===== config.mk =====
export PLATFORM = sky130hd
export DESIGN_NAME = fpu_addsub_seq
export DESIGN_NICKNAME = d
export VERILOG_FILES = /design/src/rtl/fpu_addsub_seq.sv
export SDC_FILE = /design/constraint.sdc
export NUM_CORES = 1
export LEC_CHECK = 0
export CORE_MARGIN = 2
export CORE_UTILIZATION = 44
export CTS_CLUSTER_SIZE = 8
export DETAILED_ROUTE_END_ITERATION = 8
export MAX_ROUTING_LAYER = met4
export PLACE_DENSITY = 0.65
export SLEW_MARGIN = 25
export SYNTH_ARGS = -nofsm -noshare
export SYNTH_HDL_FRONTEND = slang
export SYNTH_SLANG_ARGS = --single-unit

===== constraint.sdc =====
create_clock -name clock100KHz -period 3.7 [get_ports clock100KHz]
set_input_delay 0.74 -clock clock100KHz [delete_from_list [all_inputs] [get_ports clock100KHz]]
set_output_delay 0.74 -clock clock100KHz [all_outputs]
set_load 0.02 [all_outputs]

===== src/rtl/fpu_addsub_seq.sv =====
// Multi-cycle add/subtract for the sign/exponent/mantissa word format.
// Operands are swapped, aligned, summed, normalised and rounded (RNE) over several cycles.
module fpu_addsub_seq #(
  parameter int unsigned EXP_W  = 6,
  parameter int unsigned MANT_W = 25,
  localparam int unsigned W     = 1 + EXP_W + MANT_W
) (
  input  logic         clock100KHz,
  input  logic         reset,
  input  logic         start,
  input  logic         op_sub,
  input  logic [W-1:0] op_A_in,
  input  logic [W-1:0] op_B_in,
  input  logic         clear_flags,
  output logic         busy,
  output logic         done,
  output logic [W-1:0] data_out,
  output logic [3:0]   status_out,
  output logic         flags_out
);

  // Internal mantissa layout: carry, hidden, mantissa, guard, round, sticky.
  localparam int unsigned M        = MANT_W + 5;
  localparam int unsigned AlignMax = MANT_W + 2;
  localparam logic [EXP_W-1:0] ExpMax = '1;

  typedef enum logic [2:0] {
    StIdle, StLoad, StAlign, StAdd, StNorm, StRound, StDone
  } state_e;

  state_e           r_state, w_state_nx;
  logic [W-1:0]     r_op_a, w_op_a_nx;
  logic [W-1:0]     r_op_b, w_op_b_nx;
  logic             r_sub, w_sub_nx;
  logic             r_sign_l, w_sign_l_nx;
  logic             r_sign_s, w_sign_s_nx;
  logic [EXP_W:0]   r_exp, w_exp_nx;
  logic [M-1:0]     r_m_l, w_m_l_nx;
  logic [M-1:0]     r_m_s, w_m_s_nx;
  logic [EXP_W-1:0] r_d, w_d_nx;
  logic             r_nbase, w_nbase_nx;
  logic             r_zero, w_zero_nx;
  logic             r_unf, w_unf_nx;
  logic             r_busy, w_busy_nx;
  logic             r_done, w_done_nx;
  logic [W-1:0]     r_data, w_data_nx;
  logic [3:0]       r_status, w_status_nx;
  logic             r_flags, w_flags_nx;
  logic             w_set_flag;

  // Operand decode, valid while in LOAD.
  logic [EXP_W-1:0]  w_exp_a, w_exp_b, w_d;
  logic [MANT_W-1:0] w_man_a, w_man_b;
  logic              w_zero_a, w_zero_b, w_inf_a, w_inf_b;
  logic              w_sign_a, w_sign_b, w_a_ge_b, w_inf_sign;
  logic [M-1:0]      w_sig_a, w_sig_b;

  assign w_exp_a  = r_op_a[W-2:MANT_W];
  assign w_exp_b  = r_op_b[W-2:MANT_W];
  assign w_zero_a = (w_exp_a == '0);
  assign w_zero_b = (w_exp_b == '0);
  assign w_inf_a  = &w_exp_a;
  assign w_inf_b  = &w_exp_b;
  assign w_man_a  = w_zero_a ? '0 : r_op_a[MANT_W-1:0];
  assign w_man_b  = w_zero_b ? '0 : r_op_b[MANT_W-1:0];
  assign w_sign_a = r_op_a[W-1];
  assign w_sign_b = r_op_b[W-1] ^ r_sub;
  assign w_sig_a  = {1'b0, ~w_zero_a, w_man_a, 3'b000};
  assign w_sig_b  = {1'b0, ~w_zero_b, w_man_b, 3'b000};
  assign w_a_ge_b = ({w_exp_a, w_man_a} >= {w_exp_b, w_man_b});
  assign w_d      = w_a_ge_b ? (w_exp_a - w_exp_b) : (w_exp_b - w_exp_a);
  // inf - inf with opposing effective signs resolves to +inf.
  assign w_inf_sign = (w_inf_a & w_inf_b) ? ((w_sign_a == w_sign_b) ? w_sign_a : 1'b0)
                    : (w_inf_a ? w_sign_a : w_sign_b);

  // Shifters and adder.
  logic [M-1:0] w_s_shr, w_l_shr, w_l_shl, w_sum;

  assign w_s_shr = {1'b0, r_m_s[M-1:2], |r_m_s[1:0]};
  assign w_l_shr = {1'b0, r_m_l[M-1:2], |r_m_l[1:0]};
  assign w_l_shl = {r_m_l[M-2:0], 1'b0};
  assign w_sum   = (r_sign_l == r_sign_s) ? (r_m_l + r_m_s) : (r_m_l - r_m_s);

  // Round to nearest even on guard/round/sticky.
  logic              w_inexact, w_up, w_ovf;
  logic [MANT_W+1:0] w_rsig;
  logic [EXP_W:0]    w_rexp;
  logic [MANT_W-1:0] w_rmant;

  assign w_inexact = |r_m_l[2:0];
  assign w_up      = r_m_l[2] & (r_m_l[1] | r_m_l[0] | r_m_l[3]);
  assign w_rsig    = {1'b0, r_m_l[M-2:3]} + {{(MANT_W+1){1'b0}}, w_up};
  assign w_rexp    = r_exp + {{EXP_W{1'b0}}, w_rsig[MANT_W+1]};
  assign w_rmant   = w_rsig[MANT_W+1] ? w_rsig[MANT_W:1] : w_rsig[MANT_W-1:0];
  assign w_ovf     = (w_rexp >= {1'b0, ExpMax});

  always_comb begin
    w_state_nx  = r_state;
    w_op_a_nx   = r_op_a;
    w_op_b_nx   = r_op_b;
    w_sub_nx    = r_sub;
    w_sign_l_nx = r_sign_l;
    w_sign_s_nx = r_sign_s;
    w_exp_nx    = r_exp;
    w_m_l_nx    = r_m_l;
    w_m_s_nx    = r_m_s;
    w_d_nx      = r_d;
    w_nbase_nx  = r_nbase;
    w_zero_nx   = r_zero;
    w_unf_nx    = r_unf;
    w_busy_nx   = r_busy;
    w_done_nx   = 1'b0;
    w_data_nx   = r_data;
    w_status_nx = r_status;
    w_set_flag  = 1'b0;

    case (r_state)
      StIdle: begin
        if (start) begin
          w_op_a_nx  = op_A_in;
          w_op_b_nx  = op_B_in;
          w_sub_nx   = op_sub;
          w_busy_nx  = 1'b1;
          w_state_nx = StLoad;
        end
      end
      StLoad: begin
        w_nbase_nx = 1'b1;
        w_zero_nx  = 1'b0;
        w_unf_nx   = 1'b0;
        if (w_inf_a || w_inf_b) begin
          w_data_nx   = {w_inf_sign, ExpMax, {MANT_W{1'b0}}};
          w_status_nx = 4'b0100;
          w_set_flag  = 1'b1;
          w_busy_nx   = 1'b0;
          w_done_nx   = 1'b1;
          w_state_nx  = StDone;
        end else begin
          w_sign_l_nx = w_a_ge_b ? w_sign_a : w_sign_b;
          w_sign_s_nx = w_a_ge_b ? w_sign_b : w_sign_a;
          w_m_l_nx    = w_a_ge_b ? w_sig_a : w_sig_b;
          w_m_s_nx    = w_a_ge_b ? w_sig_b : w_sig_a;
          w_exp_nx    = {1'b0, (w_a_ge_b ? w_exp_a : w_exp_b)};
          w_d_nx      = w_d;
          w_state_nx  = (w_d == '0) ? StAdd : StAlign;
        end
      end
      StAlign: begin
        if (32'(r_d) > AlignMax) begin
          w_m_s_nx   = {{(M-1){1'b0}}, |r_m_s};
          w_state_nx = StAdd;
        end else begin
          w_m_s_nx = w_s_shr;
          w_d_nx   = r_d - {{(EXP_W-1){1'b0}}, 1'b1};
          if (r_d == {{(EXP_W-1){1'b0}}, 1'b1}) begin
            w_state_nx = StAdd;
          end
        end
      end
      StAdd: begin
        w_m_l_nx   = w_sum;
        w_state_nx = StNorm;
      end
      StNorm: begin
        if (r_nbase) begin
          w_nbase_nx = 1'b0;
          if (r_m_l[M-1]) begin
            w_m_l_nx   = w_l_shr;
            w_exp_nx   = r_exp + {{EXP_W{1'b0}}, 1'b1};
            w_state_nx = StRound;
          end else if (r_m_l == '0) begin
            w_zero_nx  = 1'b1;
            w_state_nx = StRound;
          end else if (r_m_l[M-2]) begin
            w_state_nx = StRound;
          end
        end else if (r_exp == {{EXP_W{1'b0}}, 1'b1}) begin
          // One more left shift would push the exponent to the zero encoding.
          w_unf_nx   = 1'b1;
          w_state_nx = StRound;
        end else begin
          w_m_l_nx = w_l_shl;
          w_exp_nx = r_exp - {{EXP_W{1'b0}}, 1'b1};
          if (r_m_l[M-3]) begin
            w_state_nx = StRound;
          end
        end
      end
      StRound: begin
        if (r_zero) begin
          w_data_nx   = '0;
          w_status_nx = 4'b0001;
        end else if (r_unf) begin
          w_data_nx   = {r_sign_l, {(W-1){1'b0}}};
          w_status_nx = 4'b1000;
        end else if (w_ovf) begin
          w_data_nx   = {r_sign_l, ExpMax, {MANT_W{1'b0}}};
          w_status_nx = 4'b0100;
        end else begin
          w_data_nx   = {r_sign_l, w_rexp[EXP_W-1:0], w_rmant};
          w_status_nx = w_inexact ? 4'b0010 : 4'b0001;
        end
        w_set_flag = (w_status_nx != 4'b0001);
        w_busy_nx  = 1'b0;
        w_done_nx  = 1'b1;
        w_state_nx = StDone;
      end
      StDone: begin
        w_state_nx = StIdle;
      end
      default: begin
        w_state_nx = StIdle;
      end
    endcase

    // A setting done wins over a simultaneous clear.
    w_flags_nx = (r_flags & ~clear_flags) | w_set_flag;
  end

  always_ff @(posedge clock100KHz or negedge reset) begin
    if (!reset) begin
      r_state  <= StIdle;
      r_op_a   <= '0;
      r_op_b   <= '0;
      r_sub    <= 1'b0;
      r_sign_l <= 1'b0;
      r_sign_s <= 1'b0;
      r_exp    <= '0;
      r_m_l    <= '0;
      r_m_s    <= '0;
      r_d      <= '0;
      r_nbase  <= 1'b0;
      r_zero   <= 1'b0;
      r_unf    <= 1'b0;
      r_busy   <= 1'b0;
      r_done   <= 1'b0;
      r_data   <= '0;
      r_status <= 4'b0001;
      r_flags  <= 1'b0;
    end else begin
      r_state  <= w_state_nx;
      r_op_a   <= w_op_a_nx;
      r_op_b   <= w_op_b_nx;
      r_sub    <= w_sub_nx;
      r_sign_l <= w_sign_l_nx;
      r_sign_s <= w_sign_s_nx;
      r_exp    <= w_exp_nx;
      r_m_l    <= w_m_l_nx;
      r_m_s    <= w_m_s_nx;
      r_d      <= w_d_nx;
      r_nbase  <= w_nbase_nx;
      r_zero   <= w_zero_nx;
      r_unf    <= w_unf_nx;
      r_busy   <= w_busy_nx;
      r_done   <= w_done_nx;
      r_data   <= w_data_nx;
      r_status <= w_status_nx;
      r_flags  <= w_flags_nx;
    end
  end

  assign busy       = r_busy;
  assign done       = r_done;
  assign data_out   = r_data;
  assign status_out = r_status;
  assign flags_out  = r_flags;

endmodule


==> flow_summary.yaml <==
detailed_routing:
  antenna_left: 0
  routed_wl_mm: 39.7
  drt_iter0_drc: 1029
  drcViolationCount: 0
  via_per_inst: 5.81
  drt_first_pass_iters: 6
  vias: 12063
  avgRoutedWirePerCell_um: 19.1
logic_synthesis:
  avgSynthCellArea_um2: 8.61
  async_flop_share_pct: 100
  ys_ff_latch: 184
  synth_top_family_by_area: "compound AO/OA/AOI/OAI gates"
  yosysSeqAreaShare_pct: 35.8
  synth_edf_count: 0
  synth_nets: 1639
  synthAdderAreaFrac_pct: 7.67
  syn_inst: 1493
  synth_simple_gate_area_share_pct: 17.3
  syn_area_um2: 12900
  synth_compound_area_share_pct: 20.3
  synthXorXnorAreaFrac_pct: 5.52
  ys_types: 71
  synth_flop_cell: "dfrtp_1"
  muxShareOfSynthArea_pct: 8.66
  yosys_warnings: 0
grt:
  antenna_found_initial: 0
  grt_pass1_vias: 11325
  grt_overflow: 0
  grt_max_degree: 78
  grt_pass1_wl_mm: 60.4
  grt.total_usage_pct: 25.5
setup_path:
  crit_fanout: 3
  crit_start: "r_m_s[8]"
  critPathArrivalTime_ns: 4.11
  crit_required_ns: 4.07
  critical_path.slowest_cell: "dfrtp_1"
  worstSetupEndpointType: "register"
  reg2reg_to: "r_m_l[25]"
  critPathLaunchType: "register"
  r2r_start: "r_m_s[8]"
  rrSetupSlack_ns: -0.04
  critPathKind: "register to register"
  path_cells: "nor4_4, and3_4, nand2_4, or3_4, nand2_4, xnor2_2, ha_1, a21o_1, a21o_1, a21o_1, a2111oi_4, a21oi_2, a211oi_2, xnor2_1, nand2_1, a21oi_2"
  critPathMostFrequentCell: "a21o_1"
  max_stage_delay_ns: 0.42
  rr_worst_depth: 16
timing:
  drv_slew: 0
  finalSetupViolCount: 5
  finalCriticalPeriod_ns: 3.74
  worst_slew_pin_slew_ns: 1.10
  skew_ns: 0.0175
  timing.fmax_ghz: 0.267
  relSlewSlack_pct: 26.5
  worst_slack_ns: -0.0402
  grt_setup_unrepaired: "yes"
  hold_viol_final: 0
  fin_crit_sh_pct: 101
final_layout:
  nets: 1827
  post-route-util_pct: 59.5
  n_antenna_cell: 0
  area_growth_pct: 32.8
  drive_gt1_share_pct: 25.1
  stdcell_area_um2: 17100
clocking:
  tritoncts: "done"
  clk_latency_ns: 0.45
  cts-hold-fix-buffers: 0
  cts_buffers: 17
  root_buffer: "clkbuf_16"
  path_clk_slew_ns: 0.08
  htreeDepth: 4
  clockBufferDepth: 2
  cts.sink_count: 184
floorplan:
  ioPinCount: 108
  die_area_um2: 30600
  core_um2: 28700
  die_y_um: 175
  row_count: 62
  initial_utilization_pct: 44.8
  fp.dieW_um: 175
place:
  dp_hpwl_mm: 27.5
  place_ws_ns: -0.0885
  dpl_cell_area_um2: 15100
  port_buffers: 107
  place_congestion: 0.917
hold_path:
  hold_class: "input port to asynchronous set/reset pin"
run_status:
  run_status: "finished with violations"
  violations: "negative setup slack"
run:
  maxCapViolCount: 0
cell usage after synthesis (7+ instances only):
master	instances	area share, %
dfrtp_1	183	36
nand2_1	178	5.2
o21ai_0	131	5.1
nor2_1	129	3.8
a21oi_1	99	3.9
ha_1	74	7.2
mux2_2	66	5.8
inv_1	65	1.9
clkbuf_1	64	1.9
nand3_1	49	1.9
xor2_1	42	2.9
xnor2_1	39	2.7
mux2i_1	37	2.9
a21o_1	28	1.6
a221oi_1	27	1.8
buf_2	19	0.74
nand4_1	18	0.88
nor3_1	15	0.58
o22ai_1	15	0.73
a31oi_1	13	0.63
nor4_1	13	0.63
and2_1	12	0.58
and3_1	12	0.58
a22oi_1	11	0.64
nand2b_1	10	0.49
nor2b_1	10	0.49
o21a_1	9	0.53
or3_1	9	0.44
a22o_1	8	0.55
a211oi_1	7	0.41
o211ai_1	7	0.41
o22a_1	7	0.48
per-stage QoR:
| stage | hold slack (ns) | instances | setup TNS (ns) |
|---|---|---|---|
| 2_1_floorplan | 0.444 | 1493 | 0 |
| 3_3_place_gp | 0.460 | 2017 | -0.156 |
| 3_5_place_dp | 0.465 | 2017 | -0.455 |
| 4_1_cts | 0.336 | 2060 | 0 |
| 5_1_grt | 0.348 | 2078 | -4.50 |
| 6_report | 0.303 | 2078 | -0.0745 |
placed cells by master, fill, tap and decap left out, types with 23 or more instances in the layout:
| cell type | count |
|---|---|
| inv_1 | 50 |
| nand2_1 | 155 |
| a21o_1 | 27 |
| xor2_1 | 40 |
| ha_1 | 51 |
| a221oi_1 | 23 |
| xnor2_1 | 35 |
| buf_4 | 131 |
| o21ai_1 | 31 |
| dfrtp_1 | 182 |
| mux2i_1 | 34 |
| clkdlybuf4s50_1 | 106 |
| o21ai_0 | 94 |
| a21oi_1 | 76 |
| mux2_2 | 61 |
| nand3_1 | 45 |
| nor2_1 | 123 |
logic make-up after synthesis:
group	after synthesis
mux	103
simple gates	478
buf+inv	155
compound gates	415
xor+xnor	81
flops	184
fa+ha+maj	77
layer usage:
metal	share of wire, %	track usage [%]	vias up
li1	-	-	5729
met1	46	36.0	5722
met2	45	38.1	506
met3	6.6	3.89	106
met4	3.1	7.33	0
met5	0	-	-
final cells by class:
cell class,instances,area (um2)
Fill cell,2489,11600
Multi-Input combinational cell,1154,8640
Sequential cell,184,4610
Timing Repair Buffer,259,2470
Tap cell,384,480
Clock buffer,17,425
Inverter,65,249
Clock inverter,15,201
critical path, delay by kind of cell, from the launching register on:
kind                       cells  cell delay (ns)
xor gates and xnor gates       2             0.23
adders and majority gates      1             0.31
AOI/OAI and AO/OA              7             1.53
DFF                            1             0.42
and+or+nand+nor                6             1.18
worst max path at each step:
stage | end | depth (start not counted)
2_1_floorplan | data_out[11] | 19
3_3_place_gp | r_m_l[29] | 16
3_5_place_dp | r_m_l[21] | 17
4_1_cts | r_m_l[26] | 15
5_1_grt | r_m_l[29] | 16
6_report | r_m_l[25] | 16
sequential cells by signal, summed over array words and instances (netlist names), 3 cells and up:
register and cells:
data_out 32, r_op_a 32, r_op_b 32, r_m_l 30, r_m_s 29, r_exp 7, r_d 6, status_out 4
r_state 3
repair_timing:
item	in CTS	in global routing
setup buffers	7	19
gates resized for setup	44	202
gates cloned	5	3
pin swaps	21	86
setup endpoints to repair	23	87
Power is not shown: default switching activity piles up to over one toggle a cycle in this logic, so the estimate is an artifact.
